--- src/rtl/riscv_selfcheck_pkg.sv ---
// Shared types and helpers for the riscv_core self-check monitor.
// Holds the FSM state encoding and signature/popcount helpers.
package riscv_selfcheck_pkg;

    typedef enum logic [2:0] {
        IDLE,
        RUN,
        DRAIN,
        READ,
        DONE
    } state_t;

    localparam int ADDR_W = 32;
    localparam int DATA_W = 64;
    localparam int IDX_W  = 6;

    function automatic logic [31:0] exp_sig(
        input logic [15:0] prefix,
        input int          k
    );
        logic [15:0] num;
        num = 16'(k + 1);
        return {prefix, num};
    endfunction

    function automatic logic [5:0] popcount(input logic [31:0] v);
        logic [5:0] c;
        c = '0;
        for (int i = 0; i < 32; i++) begin
            c = c + {5'b0, v[i]};
        end
        return c;
    endfunction

    function automatic logic [31:0] half_word(
        input logic [63:0] d,
        input logic        hi
    );
        return hi ? d[63:32] : d[31:0];
    endfunction

endpackage

--- src/rtl/riscv_selfcheck_monitor_if.sv ---
// Read bus between the self-check monitor and the TCM.
// One outstanding request, accept/ack handshake.
interface riscv_selfcheck_monitor_if;
    import riscv_selfcheck_pkg::*;

    logic              mem_rd_o;
    logic [ADDR_W-1:0] mem_addr_o;
    logic              mem_accept_i;
    logic              mem_ack_i;
    logic              mem_error_i;
    logic [DATA_W-1:0] mem_data_i;

    modport master (
        output mem_rd_o,
        output mem_addr_o,
        input  mem_accept_i,
        input  mem_ack_i,
        input  mem_error_i,
        input  mem_data_i
    );

    modport slave (
        input  mem_rd_o,
        input  mem_addr_o,
        output mem_accept_i,
        output mem_ack_i,
        output mem_error_i,
        output mem_data_i
    );

endinterface

--- src/rtl/riscv_selfcheck_rdseq.sv ---
// Result-block read sequencer: walks NUM_BEATS 64-bit reads.
// Holds the request until accept, issues the next after ack.
module riscv_selfcheck_rdseq
    import riscv_selfcheck_pkg::*;
#(
    parameter int          NUM_BEATS = 6,
    parameter logic [31:0] BASE      = 32'h80009000
) (
    input  logic             clk,
    input  logic             rst,
    input  logic             start,
    riscv_selfcheck_monitor_if.master mem,
    output logic             beat,
    output logic [IDX_W-1:0] beat_idx,
    output logic             last
);

    localparam logic [IDX_W-1:0] LAST_IDX = IDX_W'(NUM_BEATS - 1);

    logic              rd;
    logic [ADDR_W-1:0] addr;
    logic              pend;
    logic [IDX_W-1:0]  idx;
    logic              acc;

    assign mem.mem_rd_o   = rd;
    assign mem.mem_addr_o = addr;

    assign acc      = rd & mem.mem_accept_i;
    assign beat     = mem.mem_ack_i & (pend | acc);
    assign beat_idx = idx;
    assign last     = beat & (idx == LAST_IDX);

    // Request/ack tracking; an ack with nothing outstanding is dropped.
    always_ff @(posedge clk or negedge rst) begin
        if (!rst) begin
            rd   <= 1'b0;
            addr <= '0;
            pend <= 1'b0;
            idx  <= '0;
        end else if (start) begin
            rd   <= 1'b1;
            addr <= BASE;
            pend <= 1'b0;
            idx  <= '0;
        end else begin
            if (acc) begin
                rd <= 1'b0;
            end
            pend <= (pend | acc) & ~mem.mem_ack_i;
            if (beat && idx != LAST_IDX) begin
                idx  <= idx + 1'b1;
                addr <= addr + 32'd8;
                rd   <= 1'b1;
            end
        end
    end

endmodule

--- src/rtl/riscv_selfcheck_monitor.sv ---
// End-of-test self-check and performance monitor for riscv_core.
// Counts cycles/retires in RUN, then reads and checks the signature.
module riscv_selfcheck_monitor
    import riscv_selfcheck_pkg::*;
#(
    parameter int          NUM_PIPES      = 2,
    parameter int          NUM_TESTS      = 10,
    parameter int          CNT_W          = 32,
    parameter logic [31:0] RESULT_BASE    = 32'h80009000,
    parameter int          DRAIN_CYCLES   = 10,
    parameter int          TIMEOUT_CYCLES = 200000,
    parameter logic [15:0] SIG_PREFIX     = 16'h600D
) (
    input  logic                 clk,
    input  logic                 rst,
    input  logic [NUM_PIPES-1:0] retire_valid_i,
    input  logic                 trigger_i,
    riscv_selfcheck_monitor_if.master mem,
    output logic                 done_o,
    output logic                 pass_o,
    output logic                 timeout_o,
    output logic [6:0]           pass_count_o,
    output logic [NUM_TESTS-1:0] fail_mask_o,
    output logic [CNT_W-1:0]     cycle_count_o,
    output logic [CNT_W-1:0]     instr_count_o
);

    localparam int NW = (NUM_TESTS + 3) / 2;
    localparam logic [CNT_W-1:0] CNT_MAX = '1;
    localparam int SUM_W = CNT_W + 7;

    state_t state;
    logic [31:0] drain_cnt;
    logic sw_pass_ok;
    logic sw_total_ok;
    logic error_seen;

    logic start;
    logic beat;
    logic last;
    logic [IDX_W-1:0] beat_idx;

    logic [CNT_W-1:0] cyc_next;
    logic [CNT_W-1:0] ins_next;
    logic [SUM_W-1:0] ins_sum;
    logic timed_out;

    logic rd_beat;
    logic [NUM_TESTS-1:0] mask_n;
    logic [6:0] pc_n;
    logic swp_n;
    logic swt_n;
    logic err_n;
    logic [31:0] w;

    assign start = (state == DRAIN) &&
                   (drain_cnt == 32'(DRAIN_CYCLES - 1));
    assign rd_beat = beat && (state == READ);

    riscv_selfcheck_rdseq #(
        .NUM_BEATS (NW),
        .BASE      (RESULT_BASE)
    ) u_rdseq (
        .clk      (clk),
        .rst      (rst),
        .start    (start),
        .mem      (mem),
        .beat     (beat),
        .beat_idx (beat_idx),
        .last     (last)
    );

    // Saturating next values of the counters and the timeout condition.
    always_comb begin
        cyc_next = (cycle_count_o == CNT_MAX) ?
                   cycle_count_o : cycle_count_o + 1'b1;
        ins_sum = SUM_W'(instr_count_o) +
                  SUM_W'(popcount(32'(retire_valid_i)));
        ins_next = (ins_sum > SUM_W'(CNT_MAX)) ?
                   CNT_MAX : ins_sum[CNT_W-1:0];
        timed_out = !trigger_i &&
                    (64'(cyc_next) >= 64'(TIMEOUT_CYCLES));
    end

    // Compare both 32-bit words of the current beat.
    always_comb begin
        mask_n = fail_mask_o;
        pc_n   = pass_count_o;
        swp_n  = sw_pass_ok;
        swt_n  = sw_total_ok;
        err_n  = error_seen;
        w      = '0;
        if (rd_beat) begin
            if (mem.mem_error_i) begin
                err_n = 1'b1;
            end
            for (int t = 0; t < NUM_TESTS; t++) begin
                if (int'(beat_idx) == t / 2) begin
                    w = half_word(mem.mem_data_i, 1'(t % 2));
                    if (mem.mem_error_i ||
                        w != exp_sig(SIG_PREFIX, t)) begin
                        mask_n[t] = 1'b1;
                    end else begin
                        pc_n = pc_n + 7'd1;
                    end
                end
            end
            if (int'(beat_idx) == NUM_TESTS / 2) begin
                swp_n = !mem.mem_error_i &&
                        (half_word(mem.mem_data_i,
                                   1'(NUM_TESTS % 2)) ==
                         32'(NUM_TESTS));
            end
            if (int'(beat_idx) == (NUM_TESTS + 1) / 2) begin
                swt_n = !mem.mem_error_i &&
                        (half_word(mem.mem_data_i,
                                   1'((NUM_TESTS + 1) % 2)) ==
                         32'(NUM_TESTS));
            end
        end
    end

    // Main FSM with counters and registered result outputs.
    always_ff @(posedge clk or negedge rst) begin
        if (!rst) begin
            state         <= IDLE;
            drain_cnt     <= '0;
            sw_pass_ok    <= 1'b0;
            sw_total_ok   <= 1'b0;
            error_seen    <= 1'b0;
            done_o        <= 1'b0;
            pass_o        <= 1'b0;
            timeout_o     <= 1'b0;
            pass_count_o  <= '0;
            fail_mask_o   <= '0;
            cycle_count_o <= '0;
            instr_count_o <= '0;
        end else begin
            unique case (state)
                IDLE: begin
                    state <= RUN;
                end
                RUN: begin
                    cycle_count_o <= cyc_next;
                    instr_count_o <= ins_next;
                    if (trigger_i) begin
                        state     <= DRAIN;
                        drain_cnt <= '0;
                    end else if (timed_out) begin
                        state     <= DONE;
                        timeout_o <= 1'b1;
                        done_o    <= 1'b1;
                        pass_o    <= 1'b0;
                    end
                end
                DRAIN: begin
                    if (start) begin
                        state <= READ;
                    end else begin
                        drain_cnt <= drain_cnt + 32'd1;
                    end
                end
                READ: begin
                    fail_mask_o  <= mask_n;
                    pass_count_o <= pc_n;
                    sw_pass_ok   <= swp_n;
                    sw_total_ok  <= swt_n;
                    error_seen   <= err_n;
                    if (last) begin
                        state  <= DONE;
                        done_o <= 1'b1;
                        pass_o <= (mask_n == '0) && swp_n &&
                                  swt_n && !err_n && !timeout_o;
                    end
                end
                DONE: begin
                    state <= DONE;
                end
                default: begin
                    state <= IDLE;
                end
            endcase
        end
    end

endmodule

--- src/flat_wrapper.sv ---
// flat-port wrapper written by rule: the top's interface ports become plain ports
module riscv_selfcheck_monitor_flat import riscv_selfcheck_pkg::*;
#(
    parameter int          NUM_PIPES      = 2,
    parameter int          NUM_TESTS      = 10,
    parameter int          CNT_W          = 32,
    parameter logic [31:0] RESULT_BASE    = 32'h80009000,
    parameter int          DRAIN_CYCLES   = 10,
    parameter int          TIMEOUT_CYCLES = 200000,
    parameter logic [15:0] SIG_PREFIX     = 16'h600D
)
  (clk, rst, retire_valid_i, trigger_i, done_o, pass_o, timeout_o, pass_count_o, fail_mask_o, cycle_count_o, instr_count_o, mem_mem_rd_o, mem_mem_addr_o, mem_mem_accept_i, mem_mem_ack_i, mem_mem_error_i, mem_mem_data_i);
  riscv_selfcheck_monitor_if mem_i ();
  input  logic clk;
  input  logic rst;
  input  logic [NUM_PIPES-1:0] retire_valid_i;
  input  logic trigger_i;
  output logic done_o;
  output logic pass_o;
  output logic timeout_o;
  output logic [6:0] pass_count_o;
  output logic [NUM_TESTS-1:0] fail_mask_o;
  output logic [CNT_W-1:0] cycle_count_o;
  output logic [CNT_W-1:0] instr_count_o;
  output wire logic [$bits(mem_i.mem_rd_o)-1:0] mem_mem_rd_o;
  output wire logic [$bits(mem_i.mem_addr_o)-1:0] mem_mem_addr_o;
  input wire logic [$bits(mem_i.mem_accept_i)-1:0] mem_mem_accept_i;
  input wire logic [$bits(mem_i.mem_ack_i)-1:0] mem_mem_ack_i;
  input wire logic [$bits(mem_i.mem_error_i)-1:0] mem_mem_error_i;
  input wire logic [$bits(mem_i.mem_data_i)-1:0] mem_mem_data_i;
  assign mem_mem_rd_o = mem_i.mem_rd_o;
  assign mem_mem_addr_o = mem_i.mem_addr_o;
  assign mem_i.mem_accept_i = mem_mem_accept_i;
  assign mem_i.mem_ack_i = mem_mem_ack_i;
  assign mem_i.mem_error_i = mem_mem_error_i;
  assign mem_i.mem_data_i = mem_mem_data_i;
  riscv_selfcheck_monitor #(.NUM_PIPES(NUM_PIPES), .NUM_TESTS(NUM_TESTS), .CNT_W(CNT_W), .RESULT_BASE(RESULT_BASE), .DRAIN_CYCLES(DRAIN_CYCLES), .TIMEOUT_CYCLES(TIMEOUT_CYCLES), .SIG_PREFIX(SIG_PREFIX)) u_core (.clk(clk), .rst(rst), .retire_valid_i(retire_valid_i), .trigger_i(trigger_i), .mem(mem_i), .done_o(done_o), .pass_o(pass_o), .timeout_o(timeout_o), .pass_count_o(pass_count_o), .fail_mask_o(fail_mask_o), .cycle_count_o(cycle_count_o), .instr_count_o(instr_count_o));
endmodule
--- config.mk ---
export PLATFORM = sky130hd
export DESIGN_NAME = riscv_selfcheck_monitor_flat
export DESIGN_NICKNAME = d
export VERILOG_FILES = /design/src/rtl/riscv_selfcheck_pkg.sv /design/src/rtl/riscv_selfcheck_monitor_if.sv /design/src/rtl/riscv_selfcheck_rdseq.sv /design/src/rtl/riscv_selfcheck_monitor.sv /design/src/flat_wrapper.sv
export SDC_FILE = /design/constraint.sdc
export NUM_CORES = 1
export LEC_CHECK = 0
export BUFFER_PORTS_ARGS = -buffer_cell sky130_fd_sc_hd__buf_2
export CELL_PAD_IN_SITES_DETAIL_PLACEMENT = 1
export CELL_PAD_IN_SITES_GLOBAL_PLACEMENT = 1
export CORE_ASPECT_RATIO = 1.2
export CORE_UTILIZATION = 39
export DETAILED_ROUTE_END_ITERATION = 8
export PLACE_DENSITY = 0.75
export SLEW_MARGIN = 25
export SYNTH_ARGS = -nofsm -noshare
export SYNTH_HDL_FRONTEND = slang
export SYNTH_HIERARCHICAL = 1
export SYNTH_SLANG_ARGS = --single-unit
export TNS_END_PERCENT = 10
--- constraint.sdc ---
create_clock -name clk -period 7.8 [get_ports clk]
set_input_delay 1.17 -clock clk [delete_from_list [all_inputs] [get_ports clk]]
set_output_delay 1.17 -clock clk [all_outputs]
set_load 0.05 [all_outputs]
; After elaboration in Yosys (flattened, before gate mapping)
; Cells that the tools add are included.
[classes]
n_addsub = 16
n_mul = 0
div_mod_pow = 0
magnitude_cmp = 2
eq_ne = 32
shift = 0
mux = 82
bitwise = 7
n_reduce_logical = 36
[ops]
columns = cell, count
row1 = "inequality test 32 x 31 -> 1 bit, second input constant", 10
row2 = 2-to-1 mux 7 bit, 29
row3 = 2-to-1 mux 32 bit, 6
row4 = "== test 32 x 4 -> 1 bit, second input constant", 3
row5 = "adder 7 x 1 -> 7 bit, second input constant", 10
row6 = "adder 32 x 1 -> 32 bit, second input constant", 2
row7 = one-hot mux 32 bit (2 select lines), 1
row8 = "> comparator 39 x 32 -> 1 bit, second input constant", 1
row9 = 2-to-1 mux 1 bit, 36
row10 = adder 32 x 6 -> 33 bit, 1
row11 = "adder 32 x 4 -> 32 bit, second input constant", 1
row12 = "== test 32 bit, second input constant", 1
row13 = ">= comparator 32 x 18 -> 1 bit, second input constant", 1
row14 = "== test 6 x 3 -> 1 bit, second input constant", 3
row15 = one-hot mux 3 bit (5 select lines), 1
row16 = "== test 6 x 4 -> 1 bit, second input constant", 2
row17 = 2-to-1 mux 3 bit, 4
row18 = 2-to-1 mux 6 bit, 2
row19 = logical AND 1 bit, 10
row20 = zero test 10 bit, 1
row21 = logical OR 1 bit, 10
row22 = 2-to-1 mux 10 bit, 1
row23 = AND reduction 3 bit, 3
row24 = "adder 6 x 1 -> 6 bit, second input constant", 1
row25 = other kinds (20), 35
[word_totals]
register_bits = 162
latch_bits = 0
ramBits = 0
mem_bits_ro = 0
output_inout_bits = 117
word_cells = 191
n_memories = 0

; Logic depth before layout (Yosys ltp)
[logic_depth]
word_depth = 40
ltp_mapped = 33
depth_no_buf = 32

; By module
; Netlist, hierarchy kept.
[modules_own_cells]
columns = mod, n_inst, cells_each, area_each_um2, seq_area_each_um2
row1 = riscv_selfcheck_monitor, 1, 985, 8632.0, 3052.9
row2 = riscv_selfcheck_rdseq, 1, 223, 2074.5, 925.9

; Least setup slack after synthesis
; No wires, ideal clock.
[synth_timing]
path_type = input to register
from = in mem_mem_data_i[1]
to = reg u_core.pass_count_o[5]
t_arrival_ns = 8.118
required_ns = 7.664
path_slack_ns = -0.455
stages = 31
n_path_buf = 0
path_cell_list = or4_1 > or3_1 > or4_4 > mux2_4 > ha_1 > mux2_2 > ha_1 > a22oi_1 > a21boi_1 > inv_2 > ha_1 > nor2_1 > a21oi_1 > ha_1 > o22ai_1 > a21oi_1 > ha_1 > inv_1 > a31oi_1 > ha_1 > a22o_1 > a21o_1 > ha_1 > mux2_2 > ha_1 > nand2_1 > xnor2_1 > nand4_1 > a221oi_1 > xor2_1 > o21ai_0
[synth_between]
elab_chain_len = 40
word_cells_on_any_way = 48
cone_classes = add/sub (9) / eq/ne (5) / mux (29) / reduce/logical (5)
[synth_lines]
columns = item, line_no
row1 = start: declaration, flat_wrapper.sv:30  ; input wire logic [$bits(mem_i.mem_data_i)-1:0] mem_mem_data_i;
row2 = inequality test 32 x 31 -> 1 bit, riscv_selfcheck_monitor.sv:101  ; w != exp_sig(SIG_PREFIX, t)) begin
row3 = logical OR 1 bit, riscv_selfcheck_monitor.sv:100  ; if (mem.mem_error_i ||
row4 = 2-to-1 mux 7 bit, riscv_selfcheck_monitor.sv:100
row5 = 2-to-1 mux 7 bit, riscv_selfcheck_monitor.sv:98  ; if (int'(beat_idx) == t / 2) begin
row6 = 2-to-1 mux 7 bit, riscv_selfcheck_monitor.sv:93  ; if (rd_beat) begin
row7 = adder 7 x 1 -> 7 bit, riscv_selfcheck_monitor.sv:104  ; pc_n = pc_n + 7'd1;
row8 = 2-to-1 mux 7 bit, riscv_selfcheck_monitor.sv:100
row9 = 2-to-1 mux 7 bit, riscv_selfcheck_monitor.sv:98
row10 = (+24 left out), -
row11 = 2-to-1 mux 7 bit, riscv_selfcheck_monitor.sv:93
row12 = adder 7 x 1 -> 7 bit, riscv_selfcheck_monitor.sv:104
row13 = 2-to-1 mux 7 bit, riscv_selfcheck_monitor.sv:100
row14 = 2-to-1 mux 7 bit (*), riscv_selfcheck_monitor.sv:98
row15 = 2-to-1 mux 7 bit (*), riscv_selfcheck_monitor.sv:93
row16 = adder 7 x 1 -> 7 bit, riscv_selfcheck_monitor.sv:104
row17 = 2-to-1 mux 7 bit, riscv_selfcheck_monitor.sv:100
row18 = 2-to-1 mux 7 bit (*), riscv_selfcheck_monitor.sv:98
row19 = end signal: assignment, riscv_selfcheck_monitor.sv:165  ; pass_count_o <= pc_n;
row20 = end: declaration, riscv_selfcheck_monitor.sv:22  ; output logic [6:0] pass_count_o,
; Every way passes the cells marked *; elsewhere a longest branch is shown, timed or not. The select of a mux whose other input is x is not followed.
; A chain may end at the register's enable or synchronous reset.

; Worst setup path in the final report
[layout_timing]
from = in mem_mem_data_i[31]
to = reg u_core.pass_count_o[6]
; The elaborated chain is that of the path after synthesis.

==> flow_metrics.py <==
metrics = {
    "timing": {
        "fin_ws_ns": 0.0867,
        "clock_skew_ns": 0.00880,
        "worst_pin_slew_ns": 0.897,
        "slew_headroom_pct": 39.8,
        "fin_crit_sh_pct": 98.9,
        "setup-violations-final": 0,
        "rsz0062_at_grt": "true",
        "hold_viol": 0,
        "period_needed_ns": 7.71,
        "fmax_mhz": 130,
        "drv_slew": 0,
    },
    "global_routing": {
        "grt_usage_pct": 24.3,
        "grt_overflow_total": 0,
        "first_global_vias": 10500,
        "grt_pass1_wl_um": 55000,
        "grt_max_degree": 98,
        "antenna_found_initial": 1,
    },
    "status": {
        "status": "finished, final reports clean",
    },
    "cells_and_area": {
        "ff_latch_area_um2": 3980,
        "fin_cells": 1761,
        "final_nets": 1498,
        "num_antenna_cells": 0,
        "area_growth_pct": 21.3,
        "fill_cells": 3162,
        "multiInputGateArea_um2": 6600,
        "layout-drive-gt1-share_pct": 24.3,
    },
    "clocking": {
        "clk_pin_slew_worst_paths_ns": 0.07,
        "cts_buffer_depth": 2,
        "cts_buffers": 17,
        "cts_tree": "built",
        "holdBufCountCts": 0,
        "cts_root_buf": "clkbuf_16",
        "cts.sinks": 159,
        "htree_num_levels": 4,
        "clock_latency_ns": 0.43,
    },
    "synthesis": {
        "synth_simple_gate_area_share_pct": 31.8,
        "syn_inst": 1208,
        "synth_xor_area_share_pct": 12.8,
        "synthTopCellsByCount": "dfrtp_1 (159), nand2_1 (141), nor2_1 (110)",
        "synth_seq_cells": 159,
        "synth.largest_area_cell": "dfrtp_1",
        "muxShareOfSynthArea_pct": 1.85,
        "synth_compound_area_share_pct": 11.3,
        "synth_edf_count": 0,
        "ys_seq_area_share_pct": 37.2,
        "synthTopCellsByArea": "dfrtp_1 (37%), xnor2_1 (5.6%), xor2_1 (5.2%)",
        "syn-cell-area_um2": 10700,
        "synth_most_common_cell": "dfrtp_1",
        "yosys_warnings": 6,
        "synth_top_area_share_pct": 37.2,
        "synthArstFlopShare_pct": 100,
        "synth_top_family_by_area": "simple AND/OR/NAND/NOR gates",
        "synth.avg_cell_area_um2": 8.86,
        "synth_fa_ha_area_share_pct": 2.28,
        "synth_ff_type": "dfrtp_1",
        "synth_cell_types": 92,
    },
    "route": {
        "drc": 0,
        "drtIter0Drc": 421,
        "drtAntennaViolNets": 0,
        "drt-total-wl_um": 33800,
        "drt_pass1_iterations": 4,
        "via_per_inst": 5.77,
        "vias": 10200,
        "post_drt_wl_per_cell_um": 19.2,
    },
    "floorplan": {
        "die_height_um": 184,
        "initial_core_util_pct": 39.6,
        "fp.dieW_um": 153,
        "num_rows": 66,
        "io-pin-count": 189,
        "die-area_um2": 28100,
        "coreArea_um2": 27000,
    },
    "worst_setup_path": {
        "critPathRequiredTime_ns": 8.10,
        "critPathKind": "in2reg",
        "startpoint_type": "input pin",
        "crit_fanout": 3,
        "cp-end-kind": "register",
        "cp.arrival_ns": 8.01,
        "slowest_stage": "or4_4",
        "slowest_delay_ns": 0.55,
        "crit_top_cell": "ha_4",
        "r2r_slack_ns": 0.67,
    },
    "power_and_ir_drop": {
        "power.leakage_nw": 5.92,
        "cellPowerDensity_nw_per_um2": 187,
        "peakVddDrop_v": 0.000190,
    },
    "placement": {
        "gp_congestion": 0.926,
        "dpl.cell_count": 1723,
        "portBuffers": 185,
        "dp.final_hpwl_um": 25000,
        "pre_cts_slack_ns": -0.380,
    },
    "job": {
        "cap_violations": 0,
    },
    "hold_path": {
        "min_path_type": "reg2reg",
    },
}
flip-flops by register name, summed over array words and instances, names as in the netlist:
| register | cells |
|---|---|
| u_core/state | 3 |
| u_core/error_seen | 1 |
| u_core/sw_pass_ok | 1 |
| u_core/pass_count_o | 7 |
| u_core/u_rdseq/mem.mem_addr_o | 29 |
| u_core/pass_o | 1 |
| u_core/sw_total_ok | 1 |
| u_core/fail_mask_o | 10 |
| u_core/drain_cnt | 32 |
| u_core/u_rdseq/mem.mem_rd_o | 1 |
| u_core/timeout_o | 1 |
| u_core/instr_count_o | 32 |
| u_core/done_o | 1 |
| u_core/cycle_count_o | 32 |
| u_core/u_rdseq/pend | 1 |
| u_core/u_rdseq/beat_idx | 6 |
critical path: cells and delay by family:
| family | cells | cell delay [ns] |
|---|---|---|
| AOI/OAI and AO/OA | 11 | 1.81 |
| xor gates and xnor gates | 2 | 0.30 |
| adders and majority gates | 7 | 1.87 |
| buffers and inverters | 3 | 0.20 |
| muxes | 2 | 0.62 |
| and+or+nand+nor | 8 | 2.03 |
layout make-up:
| class | count | share of cell area [%] |
|---|---|---|
| multi-input combinational | 976 | 50.8 |
| sequential | 159 | 30.6 |
| timing repair buffer | 232 | 9.96 |
| clock buffer | 19 | 3.41 |
| tap | 340 | 3.28 |
| clock inverter | 13 | 1.24 |
| inverter | 22 | 0.636 |
layout by cell type, fill, tap and decap left out, types with 11 or more instances in the layout:
cell,n
xor2_1,62
and4_1,11
buf_2,183
xnor2_1,67
inv_1,20
nand4_1,49
nor3_1,34
nor4_1,38
nor2b_1,15
nand2_1,139
o31ai_1,16
or3_1,17
buf_4,47
dfrtp_1,159
a21o_1,14
or4_1,16
ha_1,11
clkbuf_16,17
nor2_1,108
o21ai_0,33
and3_1,30
a21oi_1,36
and2_1,13
nand3_1,80
report_power, final:
part	switching (W)	internal, W
sequential	0.0000949	0.000891
clock	0.000352	0.000513
combinational	0.000412	0.000165
metal layers:
metal / up-vias / GRT usage (%) / wire length, um
met5: - / 0 / 8
met4: 2 / 9.05 / 947
met3: 69 / 4.03 / 1060
met2: 192 / 43.3 / 17500
met1: 5105 / 29.2 / 14300
li1: 4793 / - / -
worst paths after layout:
| kind | from | endpoint | cells after the start |
|---|---|---|---|
| max reg2reg | u_core/u_rdseq/beat_idx[4]$_DFFE_PN0P_ | u_core/pass_count_o[6]$_DFFE_PN0P_ | 32 |
| min | u_core/error_seen$_DFFE_PN0P_ | u_core/error_seen$_DFFE_PN0P_ | 1 |
| min in group asynchronous | rst | u_core/instr_count_o[27]$_DFFE_PN0P_ | 1 |
| max in group asynchronous | rst | u_core/u_rdseq/mem.mem_addr_o[4]$_DFFE_PN0P_ | 2 |
| max | mem_mem_data_i[31] | u_core/pass_count_o[6]$_DFFE_PN0P_ | 33 |
| min reg2reg | u_core/error_seen$_DFFE_PN0P_ | u_core/error_seen$_DFFE_PN0P_ | 1 |
metrics by stage:
step	TNS, ns	hold slack, ns	utilization [%]	instance area [um2]	power (W)
3_3_place_gp	-0.547	0.445	45.4	12300	0.00156
2_1_floorplan	0	0.417	-	10800	0.00137
3_5_place_dp	-1.50	0.447	45.4	12300	0.00158
6_report	0	0.461	48.1	13000	0.00243
5_1_grt	-0.111	0.498	48.1	13000	0.00255
4_1_cts	0	0.464	47.6	12900	0.00246
cell families (layout without fill, tap and decap cells):
logic type / count (synthesis) / after routing
AO/OA/AOI/OAI: 172 / 172
XOR/XNOR: 142 / 142
adder cells (fa/ha/maj): 19 / 19
buffers and inverters: 75 / 286
flip-flops: 159 / 159
multiplexers: 18 / 18
other: 1 / 3
AND/OR/NAND/NOR: 622 / 622
what timing repair did:
action	CTS	global route
buffers inserted	0	6
gates resized for setup	0	12
setup endpoints to repair	0	4
Power figures use the tool's default switching activity.
